## src/rtl/lr35902_intc_pkg.sv

```systemverilog
// Shared constants and types for the LR35902 interrupt controller.
// Source indices, register addresses, vector defaults and FSM state encoding.
package lr35902_intc_pkg;

    localparam int INT_VBLANK = 0;
    localparam int INT_STAT   = 1;
    localparam int INT_TIMER  = 2;
    localparam int INT_SERIAL = 3;
    localparam int INT_JOY    = 4;

    localparam logic [7:0] ADDR_IF = 8'h0F;
    localparam logic [7:0] ADDR_IE = 8'hFF;

    localparam logic [7:0] VEC_BASE_DEF   = 8'h40;
    localparam int         VEC_STRIDE_DEF = 8;

    // state  | meaning
    // IDLE   | no dispatch in progress, waiting for ack
    // ACKED  | vector presented, holding until ack drops
    typedef enum logic {
        IDLE  = 1'b0,
        ACKED = 1'b1
    } intc_state_e;

endpackage

```

## src/rtl/lr35902_prio_enc.sv

```systemverilog
// Lowest-set-bit priority encoder; bit 0 wins. Purely combinational.
module lr35902_prio_enc #(
    parameter int N = 5,
    localparam int W = (N > 1) ? $clog2(N) : 1
) (
    input  logic [N-1:0] req_i,
    output logic [W-1:0] idx_o,
    output logic         valid_o
);

    always_comb begin
        idx_o   = '0;
        valid_o = |req_i;
        // Scan downward so the lowest set bit is the last one written.
        for (int i = N - 1; i >= 0; i--) begin
            if (req_i[i]) idx_o = W'(i);
        end
    end

endmodule

```

## src/rtl/lr35902_intc.sv

```systemverilog
// IF/IE interrupt controller with ack handshake delivering the dispatch vector.
// Per-edge IF order: CPU write, then ack clear, then OR-in of source pulses.
module lr35902_intc
    import lr35902_intc_pkg::*;
#(
    parameter int         NSRC       = 5,
    parameter logic [7:0] VEC_BASE   = VEC_BASE_DEF,
    parameter int         VEC_STRIDE = VEC_STRIDE_DEF
) (
    input  logic            clk,
    input  logic            reset,
    input  logic [7:0]      din,
    output logic [7:0]      dout,
    input  logic            read,
    input  logic            write,
    input  logic            cs_if,
    input  logic            cs_ie,
    input  logic [NSRC-1:0] irq_src,
    output logic            int_req,
    output logic            wake,
    input  logic            ack,
    output logic            vec_valid,
    output logic [7:0]      vector
);

    localparam int IW = (NSRC > 1) ? $clog2(NSRC) : 1;

    intc_state_e     state_q, state_d;
    logic [NSRC-1:0] if_q, if_d, if_w, if_clr, pend_w;
    logic [7:0]      ie_q, ie_d;
    logic [7:0]      dout_q, dout_d;
    logic [7:0]      vector_q, vector_d;
    logic            vec_valid_q, vec_valid_d;
    logic [IW-1:0]   enc_idx;
    logic            enc_valid;
    logic [7:0]      if_rd;

    // Arbitration sees post-write registers so a same-edge IE clear cancels the dispatch.
    lr35902_prio_enc #(.N(NSRC)) u_prio (
        .req_i   (pend_w),
        .idx_o   (enc_idx),
        .valid_o (enc_valid)
    );

    always_comb begin
        if_rd             = 8'hFF;
        if_rd[NSRC-1:0]   = if_q;
    end

    always_comb begin
        if_w        = if_q;
        ie_d        = ie_q;
        state_d     = state_q;
        vec_valid_d = vec_valid_q;
        vector_d    = vector_q;
        dout_d      = dout_q;

        if (write && cs_if) if_w = din[NSRC-1:0];
        if (write && cs_ie) ie_d = din;
        pend_w = if_w & ie_d[NSRC-1:0];
        if_clr = if_w;

        case (state_q)
            IDLE: begin
                if (ack) begin
                    state_d     = ACKED;
                    vec_valid_d = 1'b1;
                    if (enc_valid) begin
                        if_clr[enc_idx] = 1'b0;
                        vector_d = 8'(int'(VEC_BASE) + VEC_STRIDE * int'(enc_idx));
                    end else begin
                        vector_d = 8'h00;
                    end
                end
            end
            ACKED: begin
                if (!ack) begin
                    state_d     = IDLE;
                    vec_valid_d = 1'b0;
                end
            end
            default: state_d = IDLE;
        endcase

        if_d = if_clr | irq_src;

        if (read && cs_if)      dout_d = if_rd;
        else if (read && cs_ie) dout_d = ie_q;
    end

    always_ff @(posedge clk) begin
        if (reset) begin
            state_q     <= IDLE;
            if_q        <= '0;
            ie_q        <= 8'h00;
            dout_q      <= 8'hFF;
            vec_valid_q <= 1'b0;
            vector_q    <= 8'h00;
        end else begin
            state_q     <= state_d;
            if_q        <= if_d;
            ie_q        <= ie_d;
            dout_q      <= dout_d;
            vec_valid_q <= vec_valid_d;
            vector_q    <= vector_d;
        end
    end

    assign int_req   = |(if_q & ie_q[NSRC-1:0]);
    assign wake      = int_req;
    assign dout      = dout_q;
    assign vec_valid = vec_valid_q;
    assign vector    = vector_q;

endmodule

```

## config.mk

```make
export PLATFORM = sky130hd
export DESIGN_NAME = lr35902_intc
export DESIGN_NICKNAME = d
export VERILOG_FILES = /design/src/rtl/lr35902_intc_pkg.sv /design/src/rtl/lr35902_prio_enc.sv /design/src/rtl/lr35902_intc.sv
export SDC_FILE = /design/constraint.sdc
export NUM_CORES = 1
export LEC_CHECK = 0
export CAP_MARGIN = 0
export CORE_ASPECT_RATIO = 0.7
export CORE_MARGIN = 2
export CORE_UTILIZATION = 45
export DETAILED_ROUTE_END_ITERATION = 8
export PLACE_DENSITY = 0.75
export SETUP_SLACK_MARGIN = 0.02
export SLEW_MARGIN = 5
export SYNTH_ARGS = -nofsm -noshare
export SYNTH_HDL_FRONTEND = slang
export SYNTH_SLANG_ARGS = --single-unit
```

## constraint.sdc

```tcl
create_clock -name clk -period 3.2 [get_ports clk]
set_clock_uncertainty 0.05 [all_clocks]
set_input_delay 0.32 -clock clk [delete_from_list [all_inputs] [get_ports clk]]
set_output_delay 0.32 -clock clk [all_outputs]
set_load 0.03 [all_outputs]
```

* After elaboration in Yosys (flattened, before gate mapping)
Cells that the tools add are included.
** Operators by class
- Muxes and demuxes :: 19
- $add $sub $neg :: 1
- Reduce and logical (&&, ||, !) cells :: 11
- Order comparisons :: 2
- Equality and inequality tests :: 2
- Bitwise logic cells :: 6
** Operators with widths (number)
- 2-to-1 mux 5 bit :: 7
- AND 5 bit :: 3
- 2-to-1 mux 3 bit :: 5
- OR reduction 5 bit :: 2
- adder 7 x 6 -> 8 bit (first input constant) :: 1
- 2-to-1 mux 8 bit :: 1
- logical AND 1 bit :: 5
- NOT 5 bit :: 1
- OR 5 bit :: 1
- < comparator 3 x 4 -> 1 bit (second input constant) :: 1
- 2-to-1 mux 1 bit :: 4
- inequality test 2 bit (second input constant) :: 2
- AND reduction 2 bit :: 2
- demux 1 bit (select 3 bit) :: 1
- greater-or-equal comparator 3 x 1 -> 1 bit (second input constant) :: 1
- one-hot mux 1 bit (2 select lines) :: 1
- nonzero test 2 bit :: 1
- OR reduction 2 bit :: 1
- NOT 1 bit :: 1
** Storage, ports and cells
- Register bits :: 31
- Word-level logic and storage cells :: 49
- Input port bits :: 20
- Output and inout bits :: 19

* Depth between registers and ports, before layout
Gate-level depths: netlist of run 1.
- Word-level depth :: 18
- Depth in mapped cells :: 6
- Mapped depth without buffers :: 5

* Hierarchy
From an unflattened synthesis of run 1, not the netlist that was laid out.
** Unflattened totals
- Cells, all modules :: 153
- Area total of the unflattened synthesis :: 1271.2 sq um
** Modules (own cells, without submodules)
- lr35902_intc :: times used 1, area an instance 1222.4 sq um, seq. area each 540.5 sq um, cells an instance 145
- lr35902_prio_enc :: times used 1, area an instance 48.8 sq um, seq. area each 0.0 sq um, cells an instance 8

* Worst setup path after synthesis of run 1
OpenSTA, ideal clock, no wires.
- Kind :: register to output
- Start point :: reg ie_q[3]
- End point :: out wake
- Path buffers :: 1
- Slack :: 1.684 ns
- Arrival :: 1.146 ns
- Data required time :: 2.830 ns
- Stages on the path, launching flop included :: 4
- Cell sequence :: dfxtp_1 a222oi_1 nand2_1 buf_4
** On the way
- Word-level cells in the longest chain between the ends :: 2
** RTL lines
- start: declaration :: RTL line lr35902_intc.sv:30 : logic [7:0] ie_q, ie_d;
- start signal: assignment :: RTL line lr35902_intc.sv:102 : ie_q <= ie_d;
- AND 5 bit :: RTL line lr35902_intc.sv:109 : assign int_req = |(if_q & ie_q[NSRC-1:0]);
- OR reduction 5 bit :: RTL line lr35902_intc.sv:109
- end: declaration :: RTL line lr35902_intc.sv:20 : output logic wake,
Every way passes these cells.

* Final worst setup path of run 1
- Start point :: in cs_ie
- End point :: reg vector_q[3], in the netlist vector[3]
** On the way
- Word-level cells in the longest chain between the ends :: 9
- Elaborated cells on any way between the ends :: 10
- Those cells by class :: add/sub (1); mux (6); bitwise (1); reduce/logical (2)
** RTL lines
- start: declaration :: RTL line lr35902_intc.sv:17 : input logic cs_ie,
- logical AND 1 bit * :: RTL line lr35902_intc.sv:59 : if (write && cs_ie) ie_d = din;
- 2-to-1 mux 5 bit * :: RTL line lr35902_intc.sv:59
- AND 5 bit * :: RTL line lr35902_intc.sv:60 : pend_w = if_w & ie_d[NSRC-1:0];
- 2-to-1 mux 3 bit (4 in series) :: RTL line lr35902_prio_enc.sv:16 : if (req_i[i]) idx_o = W'(i);
- adder 7 x 6 -> 8 bit :: RTL line lr35902_intc.sv:70 : vector_d = 8'(int'(VEC_BASE) + VEC_STRIDE * int'(enc_idx));
- 2-to-1 mux 8 bit * :: RTL line lr35902_intc.sv:68 : if (enc_valid) begin
- end signal: assignment :: RTL line lr35902_intc.sv:105 : vector_q <= vector_d;
- end: declaration :: RTL line lr35902_intc.sv:32 : logic [7:0] vector_q, vector_d;
Mark *: on every way between the ends. The rest lies on a longest branch, timed or not.
A chain may end at the register's enable or synchronous reset.

==> results.cfg, run 1 <==
[status]
status = finished, final reports clean

[grt]
grt_pass1_wl_mm = 6.375
grt.total_usage = 0.2249
grt_pass1_vias = 1331
grt_max_degree = 21
antenna_found_initial = 0
gr-total-overflow = 0

[clock_network]
cts-root-buf = clkbuf_8
htree_levels = 1
cts_resized = 0
cts.clk_slew.worst_paths_ns = 0.10
post_cts_buffers = 0
clk_latency_ns = 0.28
cts_buffers = 3
cts_tree = built
clockBufferDepth = 2
cts_hold_buffers = 0
cts_sinks = 27

[timing]
rsz0062_at_grt = false
hold_slack_ns = 0.4176
setup_tns_ns = 0
relSlewSlack = 0.4640
worst_slew_pin_slew_ns = 0.8014
setup-violations-final = 0
hold_viol = 0
finalMaxSlewViolations = 0
min_period_over_period = 0.7207
fmaxAchievable_mhz = 433.6
post-route-min-period_ns = 2.306

[power]
peakVddDrop_v = 0.0002498
power.density_mw_per_mm2 = 428.5
cellLeakagePower_uw = 0.0007265

[synth]
avgSynthCellArea_um2 = 7.922
synth_fa_ha_area_frac = 0.008726
postSynth.asyncResetShare = 0
synthCells = 181
ys_seq_elements = 27
yosys_most_used_dff = dfxtp_1
seq_area_frac_synth = 0.3770
synthDistinctLibCells = 47
synth_edf_count = 0
synthSimpleGateAreaFrac = 0.3002
yosysWarningCount = 0
syn-cell-area_mm2 = 0.001434
synth_compound_area_frac = 0.2173
synth_top_family_by_area = simple AND/OR/NAND/NOR gates
muxShareOfSynthArea = 0.02182
yosys.area_share.xor_xnor = 0

[worst_setup_path]
crit_slowest_cell = clkdlybuf4s50_1
path_cells = clkdlybuf4s50_1 > o21ai_2 > and3_1 > o211ai_1 > a2111oi_1
end_kind = flop
cp_slowest_stage_delay_ns = 0.81
critPathLaunchType = input pin
cp_top_family = compound AO/OA/AOI/OAI gates
path_max_fanout = 20
crit_buf_inv = 1
worstPathRequired_ns = 3.30
path_class = in -> reg
worstPathArrival_ns = 2.41

[route]
dr_total_vias = 1469
drt_iter0_drc = 171
ant_nets = 0
wire_per_inst_um = 15.39
wl_mm = 3.816
viasPerCell = 5.923
dr.pass1.iters = 4
drc = 0

[floorplan]
die_area_mm2 = 0.003661
die_width_um = 71.47
coreArea_mm2 = 0.003105
ios = 39
initial_core_util = 0.4617
rows = 17
fp.dieH_um = 51.23

[placed_design]
gp_congestion = 0.8917
numPortBuffers = 34
place_hpwl_mm = 2.847

[cells_and_area]
regArea_um2 = 540.5
antenna_cells = 0
multiInputGateArea_um2 = 800.8
drive_gt1_frac = 0.06667
layout.nets = 232
fillers = 285
area_delta_synth_final_pct = 25.04
mostFrequentLayoutCell = nand2_1
mostFrequentLayoutCells = 35 x nand2_1, 34 x clkdlybuf4s50_1, 27 x dfxtp_1

[hold_path]
min_path_type = reg -> reg

[run]
maxCapViolCount = 0
-- power by group --
part | internal [uW] | leakage, uW | switching, uW
clock network | 89.6 | 0.0000228 | 112
logic | 82.3 | 0.000481 | 106
registers | 358 | 0.000223 | 20.1
-- state kept, by name, indices dropped and copies added, names as in the netlist --
name       cells
dout           8
ie_q           8
if_q           5
state_q        1
vec_valid      1
vector         4
-- logic make-up (layout without fill, tap and decap cells) --
group | count (synthesis) | count (layout)
DFF | 27 | 27
and+or+nand+nor | 87 | 87
buffers and inverters | 16 | 42
muxes | 3 | 3
other | 1 | 4
adders and majority gates | 1 | 1
AOI/OAI and AO/OA | 46 | 46
-- metrics by stage --
stage / setup slack [ns] / total power [uW] / util / cell area [um2] / cells
CTS: 0.9264 / 769.4 / 0.5774 / 1793 / 248
global route: 0.7615 / 808.7 / 0.5774 / 1793 / 248
detailed placement: 0.6432 / 571.9 / 0.5629 / 1748 / 244
floorplan: 1.684 / 503.8 / - / 1445 / 184
finish: 0.8936 / 768.3 / 0.5774 / 1793 / 248
global placement: 0.8305 / 566.1 / 0.5629 / 1748 / 244
-- per-layer routing --
layer | share of wire | vias to the layer above | global-route usage | wire length, um
li1 | - | 697 | - | -
met1 | 0.43 | 676 | 0.3033 | 1640
met2 | 0.45 | 81 | 0.3472 | 1719
met3 | 0.095 | 15 | 0.06312 | 364
met4 | 0.024 | 0 | 0.07547 | 92
met5 | 0 | - | 0 | 0
-- Yosys cell counts (3+ instances only) --
library cell	number	area share
buf_4	7	0.037
nand2_1	35	0.092
o21ai_1	4	0.014
dfxtp_1	27	0.38
nor2_1	12	0.031
nand3_1	13	0.045
a211oi_1	4	0.021
o21ai_0	7	0.024
a21oi_1	11	0.038
inv_1	3	0.0079
nor3b_1	3	0.016
and3_1	11	0.048
-- layout make-up --
class                      count  area share
clock buffer                   4     0.02512
multi-input combinational    141      0.4466
inverter                       3    0.006281
sequential                    27      0.3015
timing repair buffer          35      0.1940
tap                           38     0.02652
-- tightest hold or removal path: stages, from the launching register on --
cell and delay [ns]:
dfxtp_1 0.32, nand2_1 0.05, a21oi_1 0.05
-- path summary, 6_finish.rpt --
check / startpoint / endpoint / slack [ns] / cells after the start
setup / recovery: cs_ie / vector[3] / 0.89 / 5
hold / removal: ie_q[5] / ie_q[5] / 0.42 / 2
setup reg to reg: ie_q[3] / vector[3] / 1.64 / 4
hold reg to reg: ie_q[5] / ie_q[5] / 0.42 / 2
Note: power is estimated with default switching activity, not from simulation.
==> inputs of run 2 (changes only) <==
==> constraint.sdc (replaced) <==
create_clock -name clk -period 2.22 [get_ports clk]
set_clock_uncertainty 0.05 [all_clocks]
set_input_delay 0.222 -clock clk [delete_from_list [all_inputs] [get_ports clk]]
set_output_delay 0.222 -clock clk [all_outputs]
set_load 0.03 [all_outputs]
==> results.cfg, run 2 (synthesized netlist as in run 1, its figures left out) <==
[status]
status = finished, final reports clean

[cells_and_area]
layout.nets = 236
mostFrequentLayoutCell = nand2_1
regArea_um2 = 540.5
fillers = 280
multiInputGateArea_um2 = 800.8
drive_gt1_frac = 0.08879
final_cell_area_mm2 = 0.001824
area_delta_synth_final_pct = 27.23
mostFrequentLayoutCells = 35 x nand2_1, 34 x clkdlybuf4s50_1, 27 x dfxtp_1
antenna_cells = 0

[worst_setup_path]
r2r-start = ie_q[3]
rr_worst_depth = 4
timing.rr.end = if_q[3]
critPathLaunchType = flop
end_kind = output port
r2r_slack_ns = 0.77
worstPathArrival_ns = 1.85
worstPathRequired_ns = 1.95
path_class = reg -> out
path_max_fanout = 6

[timing]
min_period_over_period = 0.9549
post-route-min-period_ns = 2.120
setup_tns_ns = 0
hold_slack_ns = 0.4121
fmaxAchievable_mhz = 471.7
rsz0062_at_grt = false
finalMaxSlewViolations = 0
hold_viol = 0
setup-violations-final = 0

[floorplan]
coreArea_mm2 = 0.003105
fp.dieH_um = 51.23
die_area_mm2 = 0.003661
die_width_um = 71.47
rows = 17
ios = 39
initial_core_util = 0.4617

[placed_design]
placed_area_mm2 = 0.001778
numPortBuffers = 34
place_hpwl_mm = 2.809
gp_congestion = 0.8435

[route]
viasPerCell = 5.679
dr.pass1.iters = 4
drt_iter0_drc = 109
dr_total_vias = 1431
ant_nets = 0
wire_per_inst_um = 14.41
drc = 0
wl_mm = 3.632

[grt]
grt_pass1_wl_mm = 6.141
gr-total-overflow = 0
grt_max_degree = 16
grt.total_usage = 0.2160
grt_pass1_vias = 1322
antenna_found_initial = 0

[hold_path]
hold_start = ie_q[5]
min_to = ie_q[5]
whs_path_depth = 2
min_path_type = reg -> reg

[clock_network]
cts_hold_buffers = 0
cts.clk_slew.worst_paths_ns = 0.09
cts_resized = 0
cts_tree = built
post_cts_buffers = 0
clk_latency_ns = 0.27
cts_buffers = 3
htree_levels = 1
cts_sinks = 27
clockBufferDepth = 2
cts-root-buf = clkbuf_8

[power]
cellLeakagePower_uw = 0.0007484
peakVddDrop_v = 0.0003864
power_uw = 1099
power.density_mw_per_mm2 = 602.4

[run]
maxCapViolCount = 0
==> run 2: worst max path at each step <==
stage	start	to	slack (ns)	depth (start not counted)
after floorplan	ie_q[3]	wake	0.80	3
after global placement	cs_if	if_q[3]	0.20	5
after detailed placement	cs_if	if_q[3]	0.14	5
after CTS	ie_q[3]	wake	0.13	3
after global routing	ie_q[3]	int_req	0.06	3
final	ie_q[3]	wake	0.10	3
==> run 2: worst max-delay path, cell delays in order, from the launching register on <==
cell and delay [ns]:
dfxtp_1 0.38, a222oi_1 0.47, nand2_1 0.13, clkdlybuf4s50_1 0.61
==> run 2: final cells by class <==
type / count / share of cell area
repair buffers: 39 / 0.2071
clock buffers: 3 / 0.02263
well taps: 38 / 0.02606
inverters: 3 / 0.006173
multi-input cells: 141 / 0.4390
clock inverters: 1 / 0.002743
flip-flops and latches: 27 / 0.2963
==> run 2: routing by layer <==
layer / global-route usage / vias to the layer above / wire length [um]
li1: - / 705 / -
met3: 0.04734 / 6 / 182
met4: 0.05346 / 0 / 43
met2: 0.3549 / 37 / 1602
met1: 0.2902 / 683 / 1803
met5: 0 / - / 0
==> run 2: per-stage QoR <==
| step | cells | setup WS, ns | utilization |
|---|---|---|---|
| finish | 252 | 0.1001 | 0.5874 |
| global route | 252 | 0.05810 | 0.5874 |
| CTS | 252 | 0.1277 | 0.5874 |
| detailed placement | 248 | 0.1430 | 0.5725 |
| global placement | 248 | 0.2016 | 0.5725 |
| floorplan | 184 | 0.8024 | - |
==> run 2: where the power goes <==
| part | internal [uW] | leakage, uW | total, uW | switching [uW] |
|---|---|---|---|---|
| Combinational | 123 | 0.000500 | 276 | 153 |
| Sequential | 516 | 0.000223 | 544 | 28.1 |
| Clock | 126 | 0.0000255 | 279 | 153 |
| Total | 765 | 0.000748 | 1100 | 334 |
